==> src/rtl/uart_tx_arbiter.sv <==
// Purpose: round-robin arbiter sharing one UART transmitter between NumRequesters byte sources.
// Latency: grant (combinational req_ready) in cycle G, tx_byte_valid pulse in G+1.
// Backpressure: no grant unless IDLE with tx_byte_done high; one byte in flight, held until the transmitter finishes.
//
// Ports:
//   clk, rst_n         clock, asynchronous active-low reset
//   req_valid/req_ready per-requester handshake, req_ready is a one-hot grant
//   req_byte           requester i's byte at [8i+7:8i]
//   tx_byte/_valid     byte and single-cycle issue pulse to the transmitter
//   tx_byte_done       transmitter idle (high) / busy (low)
//   busy               arbiter not in IDLE
//   grant_id           most recently granted requester
//   sent_count         bytes completed since reset (wrapping)
module uart_tx_arbiter #(
  parameter int NumRequesters = 4,
  parameter int GrantIdWidth  = $clog2(NumRequesters)
) (
  input  logic                       clk,
  input  logic                       rst_n,
  input  logic [NumRequesters-1:0]   req_valid,
  input  logic [8*NumRequesters-1:0] req_byte,
  output logic [NumRequesters-1:0]   req_ready,
  output logic [7:0]                 tx_byte,
  output logic                       tx_byte_valid,
  input  logic                       tx_byte_done,
  output logic                       busy,
  output logic [GrantIdWidth-1:0]    grant_id,
  output logic [15:0]                sent_count
);

  typedef enum logic [1:0] {
    IDLE      = 2'd0,
    ISSUE     = 2'd1,
    WAIT_LOW  = 2'd2,
    WAIT_HIGH = 2'd3
  } state_t;

  localparam logic [GrantIdWidth-1:0] LastIdx = GrantIdWidth'(NumRequesters - 1);

  state_t                  state;
  logic [GrantIdWidth-1:0] rr_ptr;
  logic [GrantIdWidth-1:0] win_idx;
  logic [GrantIdWidth-1:0] win_next;
  logic [7:0]              win_byte;
  logic                    win_found;
  logic                    grant;

  // Search upward from rr_ptr, wrapping at NumRequesters-1 back to 0; the
  // first set req_valid bit wins.
  always_comb begin
    int idx;
    idx       = 0;
    win_found = 1'b0;
    win_idx   = '0;
    win_byte  = 8'h00;
    for (int k = 0; k < NumRequesters; k++) begin
      idx = int'(rr_ptr) + k;
      if (idx >= NumRequesters) begin
        idx = idx - NumRequesters;
      end
      if (!win_found && req_valid[idx]) begin
        win_found = 1'b1;
        win_idx   = GrantIdWidth'(idx);
        win_byte  = req_byte[idx*8 +: 8];
      end
    end
  end

  assign win_next = (win_idx == LastIdx) ? '0 : win_idx + 1'b1;

  // A transmitter still finishing (done low) blocks the grant, even in IDLE.
  assign grant = (state == IDLE) && tx_byte_done && win_found;

  always_comb begin
    req_ready = '0;
    if (grant) begin
      req_ready[win_idx] = 1'b1;
    end
  end

  assign busy = (state != IDLE);

  always_ff @(posedge clk or negedge rst_n) begin
    if (!rst_n) begin
      state         <= IDLE;
      tx_byte       <= 8'h00;
      tx_byte_valid <= 1'b0;
      grant_id      <= '0;
      rr_ptr        <= '0;
      sent_count    <= 16'h0000;
    end else begin
      case (state)
        IDLE: begin
          tx_byte_valid <= 1'b0;
          if (grant) begin
            tx_byte       <= win_byte;
            grant_id      <= win_idx;
            rr_ptr        <= win_next;
            tx_byte_valid <= 1'b1;
            state         <= ISSUE;
          end
        end
        ISSUE: begin
          // Pulse lasts exactly this cycle; the transmitter may not yet have
          // dropped done, so never re-enter IDLE from here.
          tx_byte_valid <= 1'b0;
          state         <= WAIT_LOW;
        end
        WAIT_LOW: begin
          tx_byte_valid <= 1'b0;
          if (!tx_byte_done) begin
            state <= WAIT_HIGH;
          end
        end
        WAIT_HIGH: begin
          tx_byte_valid <= 1'b0;
          if (tx_byte_done) begin
            sent_count <= sent_count + 16'd1;
            state      <= IDLE;
          end
        end
        default: begin
          tx_byte_valid <= 1'b0;
          state         <= IDLE;
        end
      endcase
    end
  end

endmodule
==> config.mk <==
export PLATFORM = sky130hd
export DESIGN_NAME = uart_tx_arbiter
export DESIGN_NICKNAME = d
export VERILOG_FILES = /design/src/rtl/uart_tx_arbiter.sv
export SDC_FILE = /design/constraint.sdc
export NUM_CORES = 1
export LEC_CHECK = 0
export BUFFER_PORTS_ARGS = -buffer_cell sky130_fd_sc_hd__buf_2
export CORE_MARGIN = 2
export CORE_UTILIZATION = 35
export DETAILED_ROUTE_END_ITERATION = 16
export HOLD_SLACK_MARGIN = 0.15
export SLEW_MARGIN = 40
export SYNTH_ARGS = -nofsm -noshare
export SYNTH_HDL_FRONTEND = slang
export SYNTH_SLANG_ARGS = --single-unit
==> constraint.sdc <==
create_clock -name clk -period 4.7 [get_ports clk]
set_input_delay 0.94 -clock clk [delete_from_list [all_inputs] [get_ports clk]]
set_output_delay 0.94 -clock clk [all_outputs]
set_load 0.03 [all_outputs]
==> results.json <==
{
  "synthArstFlopShare": 1.00,
  "reg2reg_from": "rr_ptr[0]",
  "syn_to_final_growth_pct": 17.0,
  "seq_area_frac_synth": 0.274,
  "final_design_area_no_fill_sq_um": 3310,
  "finalHoldViolCount": 0,
  "post_cts_buffers": 0,
  "maxSlewHeadroom": 0.537,
  "root_buffer": "clkbuf_8",
  "gr-total-overflow": 0,
  "synth_cell_type_count": 38,
  "antenna_found_initial": 0,
  "cp.arrival_ps": 3320,
  "cp-end-kind": "output port",
  "yosysWarnings": 0,
  "worstMarginPinSlew_ps": 695,
  "ctsHoldBuffers": 0,
  "clk_latency_ps": 280,
  "fin_nets": 371,
  "final.period_utilization": 0.907,
  "routedWlPerCell_um": 15.2,
  "grt_use_met3": 0.0249,
  "initial_core_util": 0.364,
  "path_clk_slew_ps": 70,
  "syn_inst": 258,
  "cts_tree": "done",
  "setup_viol": 0,
  "outcome": "finished, final reports clean",
  "netlist_area_sq_um": 2830,
  "grt_pass1_wl_um": 10500,
  "drtIter0Drc": 121,
  "drt-pass1-iter-count": 4,
  "dr_total_vias": 2264,
  "io_buffers": 70,
  "met2_usage": 0.245,
  "synth_ff_type": "dfrtp_1",
  "slowest_stage": "mux4_2",
  "fin_util": 0.426,
  "cp_cell_sequence": "inv_1 -> ha_1 -> mux4_2 -> or2_2 -> o32a_1 -> inv_1 -> ha_1 -> and2_1 -> buf_2",
  "rsz0062_at_grt": "no",
  "cts_resized": 0,
  "cts_sinks": 31,
  "dp_slack_ps": 578,
  "worstPathRequired_ps": 3760,
  "worst-r2r-setup-slack_ps": 1570,
  "drt_wl_total_um": 6420,
  "worstHoldPathCells": 1,
  "track_usage": 0.149,
  "drv_cap": 0,
  "coreArea_sq_um": 7770,
  "slew_violations": 0,
  "pin_count": 71,
  "cts_buffers": 5,
  "drc_errors": 0,
  "fp-row-count": 32,
  "setup_tns_ps": 0,
  "grt-busiest-layer": "met2",
  "syn_nets": 309,
  "crit_start": "rr_ptr[0]",
  "die_h_um": 93.9,
  "crit_type": "reg2out",
  "path_depth": 9,
  "dp_hpwl_um": 4920,
  "cp_num_buf_inv": 3,
  "ant_nets": 0,
  "antennaDiodeCount": 0,
  "die_width_um": 93.9,
  "p_total_mw": 2.30,
  "dpl_cell_area_sq_um": 3220,
  "fin_ws_ps": 439,
  "grt_max_degree": 46,
  "leakage_nw": 1.50,
  "path_max_fanout": 12,
  "crit_end": "req_ready[2]",
  "min_path_type": "reg2reg",
  "cts.path.max_buffers": 2,
  "drive_gt1_frac": 0.377,
  "vdd_drop_max_mv": 0.615,
  "vias_per_cell": 5.35,
  "globalRouteMet1Util": 0.205,
  "skew_ps": 9.83,
  "die-area_sq_um": 8810,
  "gp_congestion": 0.788,
  "worstRegToRegCells": 7,
  "cp-start-kind": "register",
  "max_stage_delay_ps": 700,
  "reg2reg_to": "rr_ptr[0]",
  "critPathTopFamily": "multiplexers",
  "period_minus_slack_ps": 4260,
  "syn-mean-instance-area_sq_um": 11.0,
  "first_global_vias": 2210,
  "synth_seq_cells": 31,
  "synth_edf_count": 0,
  "power.density_nw_per_um2": 696,
  "htreeDepth": 2,
  "max_freq_mhz": 235
}
-- state kept, by name, indices dropped and copies added (netlist names) --
name,cells
rr_ptr,2
tx_byte_valid,1
tx_byte,8
sent_count,16
state,2
grant_id,2
-- metal layers --
layer / part of all wire / vias to the layer above
li1: - / 1100
met1: 0.46 / 1105
met5: 0 / -
met4: 0.011 / 0
met3: 0.048 / 6
met2: 0.49 / 53
-- where the power goes --
group          internal, mW  leakage (nW)  switching, mW  total [mW]
sequential            0.354         0.388         0.0709       0.424
clock                 0.118        0.0482         0.0961       0.214
combinational         0.752          1.06          0.914        1.67
-- stage by stage --
step / hold WS (ps) / instances
floorplan: 532 / 258
global placement: 455 / 415
detailed placement: 457 / 415
CTS: 470 / 423
global route: 485 / 423
finish: 465 / 423
-- cells in the mapped netlist, drive strengths merged (5+ instances only) --
master  count  share of area
dfrtp      31           0.27
mux4       28           0.22
and2        5          0.011
nand3       5         0.0089
inv         8          0.011
ha         12          0.053
buf        14          0.038
clkbuf      7         0.0093
o21ai      10          0.018
mux2i      26          0.092
nand2      19          0.025
a21o        8          0.021
xnor2      12          0.037
o221ai      8          0.025
nor2       15          0.020
a22oi       8          0.021
a21oi      12          0.023
mux2        5          0.021
-- cells in the final DEF, fill, tap and decap left out, types with 11 or more instances in the layout --
cell     netlist  layout
dfrtp_1       31      30
mux4_2        28      28
buf_2          5      70
a21oi_1       11      11
nor2_1        15      15
mux2i_1       26      26
xnor2_1       12      12
nand2_1       19      19
ha_1          12      12
-- worst reg2reg max path, delay by kind of cell (launching register included) --
family                   cells  cell delay, ps
multiplexers                 2            1010
AND/OR/NAND/NOR              2             880
flip-flops                   1             460
buffers and inverters        2             340
adder cells (fa/ha/maj)      1             330
-- worst min path at each step --
stage,from,endpoint,slack (ps)
after floorplan,state[0],state[0],530
after global placement,sent_count[15],sent_count[15],460
after detailed placement,sent_count[15],sent_count[15],460
after CTS,sent_count[15],sent_count[15],470
after global routing,sent_count[15],sent_count[15],490
final,sent_count[15],sent_count[15],470
-- logic make-up after synthesis --
| kind of cell | count (synthesis) | synth area share |
|---|---|---|
| adders and majority gates | 12 | 0.0531 |
| xor gates and xnor gates | 15 | 0.0465 |
| DFF | 31 | 0.274 |
| muxes | 59 | 0.336 |
| buffers and inverters | 29 | 0.0580 |
| AOI/OAI and AO/OA | 52 | 0.131 |
| and+or+nand+nor | 60 | 0.101 |
-- layout make-up --
cell class	count	area [sq um]
Clock buffer	7	86.3
Clock inverter	1	5.00
Fill cell	793	4460
Inverter	8	30.0
Multi-Input combinational cell	198	1890
Sequential cell	31	777
Tap cell	102	128
Timing Repair Buffer	76	395
No activity file was read; power rests on OpenSTA's default activity.
